### config.mk
export PLATFORM = sky130hd
export DESIGN_NAME = trace_tty_monitor
export DESIGN_NICKNAME = d
export VERILOG_FILES = /design/src/rtl/trace_tty_monitor.sv
export SDC_FILE = /design/constraint.sdc
export NUM_CORES = 1
export LEC_CHECK = 0
export BUFFER_PORTS_ARGS = -buffer_cell sky130_fd_sc_hd__buf_2
export CORE_AREA = 2 2 186 188
export CTS_CLUSTER_DIAMETER = 40
export DETAILED_ROUTE_END_ITERATION = 10
export DIE_AREA = 0 0 188 190
export HOLD_SLACK_MARGIN = 0.12
export PLACE_DENSITY_LB_ADDON = 0.1
export SETUP_SLACK_MARGIN = 0.1
export SYNTH_ARGS = -nofsm -noshare
export SYNTH_HDL_FRONTEND = slang
export SYNTH_SLANG_ARGS = --single-unit
### constraint.sdc
create_clock -name clock -period 8 [get_ports clock]
set_input_delay 1.6 -clock clock [delete_from_list [all_inputs] [get_ports clock]]
set_output_delay 1.6 -clock clock [all_outputs]
set_load 0.02 [all_outputs]
### src/rtl/trace_tty_monitor.sv
// Commit-trace checker plus UART console receiver with optional echo.
// Counts retirements and traps for one hart and raises a sticky finish on the end-of-test encoding.
module trace_tty_monitor #(
  parameter int unsigned BAUD        = 115200,
  parameter int unsigned ECHO        = 0,
  parameter int unsigned CLK_FREQ_HZ = 11520000,
  parameter logic [63:0] HART_ID     = 64'd0,
  parameter logic [31:0] FINISH_INST = 32'h0000006F
) (
  input  logic        clock,
  input  logic        reset,
  input  logic        valid,
  input  logic [63:0] hartid,
  input  logic [63:0] pc,
  input  logic [31:0] inst,
  input  logic [63:0] wdata,
  input  logic [6:0]  mstatus,
  input  logic        int_xcpt,
  input  logic [63:0] cause,
  output logic        finish,
  output logic [63:0] commit_count,
  output logic [63:0] last_pc,
  output logic [31:0] trap_count,
  input  logic        srx,
  output logic        stx,
  output logic        rx_valid,
  output logic [7:0]  rx_data,
  output logic        rx_frame_err
);

  localparam int unsigned CLKS_PER_BIT = CLK_FREQ_HZ / BAUD;
  localparam int unsigned CNT_W        = $clog2(CLKS_PER_BIT);
  localparam int unsigned FULL_M1      = CLKS_PER_BIT - 1;
  localparam int unsigned HALF_M1      = CLKS_PER_BIT / 2 - 1;

  typedef enum logic [1:0] {RX_IDLE, RX_START, RX_DATA, RX_STOP} rx_state_e;
  typedef enum logic [1:0] {TX_IDLE, TX_START, TX_DATA, TX_STOP} tx_state_e;

  // ---------------- commit trace ----------------
  logic        finish_q, finish_d;
  logic [63:0] commit_count_q, commit_count_d;
  logic [63:0] last_pc_q, last_pc_d;
  logic [31:0] trap_count_q, trap_count_d;
  logic [63:0] wdata_q, wdata_d;
  logic [6:0]  mstatus_q, mstatus_d;
  logic [63:0] cause_q, cause_d;
  logic        commit_qual_c;

  assign commit_qual_c = valid && (hartid == HART_ID);

  always_comb begin
    finish_d       = finish_q;
    commit_count_d = commit_count_q;
    last_pc_d      = last_pc_q;
    trap_count_d   = trap_count_q;
    wdata_d        = wdata_q;
    mstatus_d      = mstatus_q;
    cause_d        = cause_q;
    if (commit_qual_c) begin
      if (int_xcpt) begin
        trap_count_d = trap_count_q + 32'd1;
        cause_d      = cause;
      end else begin
        commit_count_d = commit_count_q + 64'd1;
        last_pc_d      = pc;
        wdata_d        = wdata;
        mstatus_d      = mstatus;
        if (inst == FINISH_INST) finish_d = 1'b1;
      end
    end
  end

  always_ff @(posedge clock or posedge reset) begin
    if (reset) begin
      finish_q       <= 1'b0;
      commit_count_q <= '0;
      last_pc_q      <= '0;
      trap_count_q   <= '0;
      wdata_q        <= '0;
      mstatus_q      <= '0;
      cause_q        <= '0;
    end else begin
      finish_q       <= finish_d;
      commit_count_q <= commit_count_d;
      last_pc_q      <= last_pc_d;
      trap_count_q   <= trap_count_d;
      wdata_q        <= wdata_d;
      mstatus_q      <= mstatus_d;
      cause_q        <= cause_d;
    end
  end

  // Recorded trace fields are kept for waveform inspection only.
  logic unused_trace;
  assign unused_trace = ^{wdata_q, mstatus_q, cause_q};

  // ---------------- UART receive ----------------
  rx_state_e          rx_state_q, rx_state_d;
  logic [CNT_W-1:0]   rx_cnt_q, rx_cnt_d;
  logic [2:0]         rx_bit_q, rx_bit_d;
  logic [7:0]         rx_shift_q, rx_shift_d;
  logic               rx_valid_q, rx_valid_d;
  logic [7:0]         rx_data_q, rx_data_d;
  logic               rx_err_q, rx_err_d;
  logic               sync1_q, sync2_q;

  always_comb begin
    rx_state_d = rx_state_q;
    rx_cnt_d   = rx_cnt_q + CNT_W'(1);
    rx_bit_d   = rx_bit_q;
    rx_shift_d = rx_shift_q;
    rx_valid_d = 1'b0;
    rx_data_d  = rx_data_q;
    rx_err_d   = rx_err_q;
    unique case (rx_state_q)
      RX_IDLE: begin
        rx_cnt_d = '0;
        if (!sync2_q) rx_state_d = RX_START;
      end
      RX_START: if (rx_cnt_q == CNT_W'(HALF_M1)) begin
        rx_cnt_d   = '0;
        rx_bit_d   = 3'd0;
        rx_state_d = sync2_q ? RX_IDLE : RX_DATA;
      end
      RX_DATA: if (rx_cnt_q == CNT_W'(FULL_M1)) begin
        rx_cnt_d   = '0;
        rx_shift_d = {sync2_q, rx_shift_q[7:1]};
        rx_bit_d   = rx_bit_q + 3'd1;
        if (rx_bit_q == 3'd7) rx_state_d = RX_STOP;
      end
      RX_STOP: if (rx_cnt_q == CNT_W'(FULL_M1)) begin
        rx_cnt_d   = '0;
        rx_state_d = RX_IDLE;
        if (sync2_q) begin
          rx_valid_d = 1'b1;
          rx_data_d  = rx_shift_q;
        end else begin
          rx_err_d = 1'b1;
        end
      end
      default: rx_state_d = RX_IDLE;
    endcase
  end

  always_ff @(posedge clock or posedge reset) begin
    if (reset) begin
      sync1_q    <= 1'b1;
      sync2_q    <= 1'b1;
      rx_state_q <= RX_IDLE;
      rx_cnt_q   <= '0;
      rx_bit_q   <= '0;
      rx_shift_q <= '0;
      rx_valid_q <= 1'b0;
      rx_data_q  <= '0;
      rx_err_q   <= 1'b0;
    end else begin
      sync1_q    <= srx;
      sync2_q    <= sync1_q;
      rx_state_q <= rx_state_d;
      rx_cnt_q   <= rx_cnt_d;
      rx_bit_q   <= rx_bit_d;
      rx_shift_q <= rx_shift_d;
      rx_valid_q <= rx_valid_d;
      rx_data_q  <= rx_data_d;
      rx_err_q   <= rx_err_d;
    end
  end

  // ---------------- UART echo transmit ----------------
  // The one-entry buffer is only ever filled when echo is enabled, so stx rests high otherwise.
  tx_state_e          tx_state_q, tx_state_d;
  logic [CNT_W-1:0]   tx_cnt_q, tx_cnt_d;
  logic [2:0]         tx_bit_q, tx_bit_d;
  logic [7:0]         tx_shift_q, tx_shift_d;
  logic [7:0]         buf_q, buf_d;
  logic               buf_full_q, buf_full_d;
  logic               stx_q, stx_d;
  logic               load_c;
  logic               take_c;

  assign load_c = (ECHO != 0) && rx_valid_q;

  always_comb begin
    tx_state_d = tx_state_q;
    tx_cnt_d   = tx_cnt_q + CNT_W'(1);
    tx_bit_d   = tx_bit_q;
    tx_shift_d = tx_shift_q;
    take_c     = 1'b0;
    unique case (tx_state_q)
      TX_IDLE: begin
        tx_cnt_d = '0;
        if (buf_full_q) begin
          take_c     = 1'b1;
          tx_shift_d = buf_q;
          tx_state_d = TX_START;
        end
      end
      TX_START: if (tx_cnt_q == CNT_W'(FULL_M1)) begin
        tx_cnt_d   = '0;
        tx_bit_d   = 3'd0;
        tx_state_d = TX_DATA;
      end
      TX_DATA: if (tx_cnt_q == CNT_W'(FULL_M1)) begin
        tx_cnt_d   = '0;
        tx_shift_d = {1'b1, tx_shift_q[7:1]};
        tx_bit_d   = tx_bit_q + 3'd1;
        if (tx_bit_q == 3'd7) tx_state_d = TX_STOP;
      end
      TX_STOP: if (tx_cnt_q == CNT_W'(FULL_M1)) begin
        tx_cnt_d   = '0;
        tx_state_d = TX_IDLE;
      end
      default: tx_state_d = TX_IDLE;
    endcase
    buf_d      = load_c ? rx_data_q : buf_q;
    buf_full_d = load_c ? 1'b1 : (take_c ? 1'b0 : buf_full_q);
    unique case (tx_state_d)
      TX_START: stx_d = 1'b0;
      TX_DATA:  stx_d = tx_shift_d[0];
      default:  stx_d = 1'b1;
    endcase
  end

  always_ff @(posedge clock or posedge reset) begin
    if (reset) begin
      tx_state_q <= TX_IDLE;
      tx_cnt_q   <= '0;
      tx_bit_q   <= '0;
      tx_shift_q <= '0;
      buf_q      <= '0;
      buf_full_q <= 1'b0;
      stx_q      <= 1'b1;
    end else begin
      tx_state_q <= tx_state_d;
      tx_cnt_q   <= tx_cnt_d;
      tx_bit_q   <= tx_bit_d;
      tx_shift_q <= tx_shift_d;
      buf_q      <= buf_d;
      buf_full_q <= buf_full_d;
      stx_q      <= stx_d;
    end
  end

  assign finish       = finish_q;
  assign commit_count = commit_count_q;
  assign last_pc      = last_pc_q;
  assign trap_count   = trap_count_q;
  assign rx_valid     = rx_valid_q;
  assign rx_data      = rx_data_q;
  assign rx_frame_err = rx_err_q;
  assign stx          = stx_q;

endmodule

* Word level (Yosys, flattened, before mapping) *
Index checks and enable logic that the tools add are counted.

storage, ports and cells
  bits in registers = 214
  latch bits = 0
  RAM bits = 0
  ROM bits = 0
  bits of input ports = 300
  output and inout port bits = 172
  memories kept = 0

operators by class
  $add $sub $neg = 6
  multipliers = 0
  divide/modulo/power cells = 0
  $lt $le $gt $ge = 0
  equal/unequal tests = 21
  shifts and indexed selects = 0
  mux-type cells = 29
  bitwise logic cells = 3
  reductions and logical operators = 19

operators with widths
  kind                                             number
  adder 64 x 1 -> 64 bit (second input constant)   1
  logical NOT 64 bit                               1
  adder 32 x 1 -> 32 bit (second input constant)   1
  == test 32 x 7 -> 1 bit (second input constant)  1
  2-to-1 mux 7 bit                                 3
  one-hot mux 7 bit (3 select lines)               1
  2-to-1 mux 2 bit                                 10
  AND reduction 3 bit                              6
  2-to-1 mux 8 bit                                 2
  one-hot mux 2 bit (4 select lines)               2
  adder 7 x 1 -> 7 bit (second input constant)     2
  == test 7 bit (second input constant)            2
  != test 2 bit (second input constant)            7
  one-hot mux 7 bit (2 select lines)               1
  2-to-1 mux 3 bit                                 4
  one-hot mux 3 bit (2 select lines)               2
  == test 2 bit (second input constant)            5
  == test 7 x 6 -> 1 bit (second input constant)   1
  adder 3 x 1 -> 3 bit (second input constant)     2
  == test 2 x 1 -> 1 bit (second input constant)   3
  == test 3 bit (second input constant)            2
  AND reduction 2 bit                              3
  nonzero test 2 bit                               3
  AND reduction 5 bit                              1
  other kinds (7)                                  12

* Depth between registers and ports, before layout *
  word-level depth = 6
  mapped depth = 9
  depth with buffers taken out = 7

* Worst setup path after synthesis *
OpenSTA, ideal clock, no wires.

  path type = in2reg
  start point = in hartid[47]
  end point = reg commit_count_q[56] (netlist: commit_count[56])
  library setup time = 0.129 ns
  arrival time = 3.284 ns
  required time = 7.871 ns
  setup slack = 4.587 ns
  stages on the path = 6
  path buffers = 0
  cells stage by stage = nor4_1 -> nand3_1 -> nor3_2 -> nand4_1 -> or3_4 -> xnor2_2

between the ends
  longest elaborated chain between the ends = 3

RTL lines
  item                                  RTL line  source
  start: declaration                    13        input logic [63:0] hartid,
  logical NOT 64 bit                    49        assign commit_qual_c = valid && (hartid == HART_ID);
  logical AND 1 bit                     49
  AND reduction 2 bit (no source line)  -
  end signal: assignment                84        commit_count_q <= commit_count_d;
  end: declaration                      41        logic [63:0] commit_count_q, commit_count_d;

Every way passes these cells.
A chain may end at the register's enable or synchronous reset.

* Worst setup path after layout *
  start point = in hartid[60]
  end point = reg commit_count_q[3] (netlist: commit_count[3])

The elaborated chain is that of the path after synthesis.

==> flow_summary.toml <==
[detailed_routing]
ant_nets = 0
via_per_inst = 4.512
vias = 8022
firstDrtPassIters = 4
drt-total-wl_um = 29210
drt-initial-drc-count = 362
wl_per_cell_um = 16.43
drc_errors = 0

[grt]
grt-ovfl-total = 0
antenna_found_initial = 2
grt_max_degree = 114
grt_util_all_layers = 0.1619
grt_pass1_wl_um = 45470
first_global_vias = 8061

[die]
die_y_um = 190
dieArea_um2 = 35720
ios = 472
fp.dieW_um = 188
start_util = 0.2814
coreArea_um2 = 33950
rows = 68

[timing]
fin_ws_ns = 3.509
relSlewSlack = 0.3647
setup_viol = 0
tightestPinTransition_ns = 0.9451
rsz0062_at_grt = "no"
post-route-period-util = 0.5614
slew_viol_final = 0
min_period_ns = 4.491
setup_tns_ns = 0
final_hold_viol_count = 0
max_freq_mhz = 222.7
fin_skew_ns = 0.01611

[logic_synthesis]
synth_top_area_cell = "dfrtp_1"
ys_top_cells_by_area = "dfrtp_1 (55%), nand2_1 (9.4%), xnor2_1 (6.1%)"
syn-cell-area_um2 = 9553
synth_nets = 1245
yosysUniqueCellTypes = 47
synth_warnings = 0
ys_ff_latch = 214
seq_area_frac_synth = 0.5610
netlist_instances = 932
synth.top_cell.area_share = 0.5527
synth.avg_cell_area_um2 = 10.25

[place]
portBuffers = 336
dp_cells = 1699
dp_hpwl_um = 21250
pre_cts_ws_ns = 2.896
gp_congestion = 0.7643

[clock_tree]
clockBufferDepth = 3
h-tree-depth = 2
cts_tree = "done"
clock_sinks = 214
clk_latency_ns = 0.52
clockRootBuffer = "clkbuf_16"
clk_pin_slew_ns = 0.05
post_cts_buffers = 0
postCtsHoldBufs = 0
numCtsBuffers = 42
post_cts_resized = 0

[worst_setup_path]
critPathLaunchType = "input pin"
endpoint_kind = "flop"
path_max_fanout = 48
worstPathArrival_ns = 4.89
crit_required_ns = 8.40
critPathKind = "input pin to flop"

[final_layout]
nets = 1601
drive_above_1_share = 0.3480
syn2layout_area_growth_pct = 37.98
fin_cells = 1778

[hold_path]
hold_path.class = "flop to flop"

[pwr]
leakage_uw = 0.007096
finalPower_uw = 2936
peakVddDrop_v = 0.0001434
p_per_area_nw_per_um2 = 222.7

[run]
cap_violations = 0

[status]
status = "completed"
-- metal layers --
metal | global-route usage | up-vias | routed length [µm]
met4 | 0.05421 | 0 | 600
met5 | 0 | - | 0
met1 | 0.1957 | 3814 | 12250
met2 | 0.2766 | 252 | 14390
met3 | 0.04667 | 34 | 1965
li1 | - | 3922 | -
-- cells by family after synthesis --
kind of cell / count (synthesis) / synth area share
adders and majority gates: 13 / 0.01703
DFF: 214 / 0.5610
buffers and inverters: 50 / 0.02082
muxes: 27 / 0.03157
xor gates and xnor gates: 104 / 0.09614
AOI/OAI and AO/OA: 21 / 0.01428
and+or+nand+nor: 503 / 0.2592
-- sequential cells by signal, summed over array words and instances (netlist names), named ones only --
register,count
stx,1
last_pc,64
rx_cnt_q,7
tx_cnt_q,7
rx_valid,1
tx_state_q,2
rx_data,8
trap_count,32
tx_bit_q,3
rx_frame_err,1
finish,1
tx_shift_q,8
commit_count,64
rx_bit_q,3
rx_state_q,1
sync1_q,1
rx_shift_q,8
sync2_q,1
-- layout by cell type (no fill, tap or decap), types with 8 or more instances in the layout --
master / count
clkinv_2: 8
mux2_2: 25
ha_1: 13
dfrtp_1: 211
nand4_1: 41
clkbuf_16: 42
nand2_1: 238
and4_1: 11
nor2_1: 41
and3_1: 24
nand3_1: 49
buf_2: 336
xnor2_1: 67
nor4_1: 33
inv_1: 21
xor2_1: 36
nor3_1: 26
-- path summary, 6_finish.rpt --
kind                                              from                           end  slack [ns]  depth (start not counted)
max                                         hartid[60]   commit_count[3]$_DFFE_PP0P_        3.51                          8
min                                  sync1_q$_DFF_PP1_             sync2_q$_DFF_PP1_        0.35                          0
max reg2reg                commit_count[1]$_DFFE_PP0P_  commit_count[52]$_DFFE_PP0P_        5.35                          7
min reg2reg                          sync1_q$_DFF_PP1_             sync2_q$_DFF_PP1_        0.35                          0
max in group asynchronous                        reset     trap_count[3]$_DFFE_PP0P_        5.47                          3
min in group asynchronous                        reset  commit_count[38]$_DFFE_PP0P_        1.24                          2
-- synth_stat cells (all sizes together) --
cell type	number
a31oi	3
nor4	37
nand3	49
a311oi	1
buf	5
and4b	1
mux2i	2
nand2	239
and3	26
nor4b	4
or2	1
nor2	41
o21ai	6
nand2b	2
nor3b	1
nand4b	1
nor4bb	2
dfrtp	211
or4	1
ha	13
nand4	42
a22oi	3
nor3	28
inv	22
and4	12
or3	5
nor2b	1
a2111o	1
mux2	25
xor2	36
and2	10
a21oi	3
clkbuf	23
xnor2	68
dfstp	3
a21o	4
-- layout make-up --
cell class / count / area, µm²
fillers: 3529 / 20770
flip-flops and latches: 214 / 5359
multi-input cells: 668 / 3999
repair buffers: 340 / 1712
clock buffers: 53 / 1152
well taps: 455 / 569.3
clock inverters: 25 / 297.8
inverters: 22 / 90.09
diodes: 1 / 2.502
-- stage by stage --
stage	cell area (µm²)	hold slack, ns	utilization
floorplan	9553	0.3452	-
global placement	11730	0.3464	0.3455
detailed placement	11730	0.3473	0.3455
CTS	13180	0.3546	0.3882
global route	13180	0.3586	0.3883
finish	13180	0.3529	0.3883
-- worst max-delay path, cell delays in order --
cell     delay, ns
buf_2         0.12
nor4_1        0.70
nand4_1       0.27
nor3_1        0.50
and2_2        0.73
buf_4         0.59
nand4_1       0.18
xnor2_1       0.15
-- report_power, final --
part | internal, µW | leakage (µW) | switching (µW) | total (µW)
clock | 1190 | 0.000706 | 594 | 1780
sequential | 1090 | 0.00296 | 0.328 | 1090
combinational | 31.4 | 0.00343 | 38.6 | 70.0
total | 2300 | 0.00710 | 633 | 2940
Power figures use the tool's default switching activity.
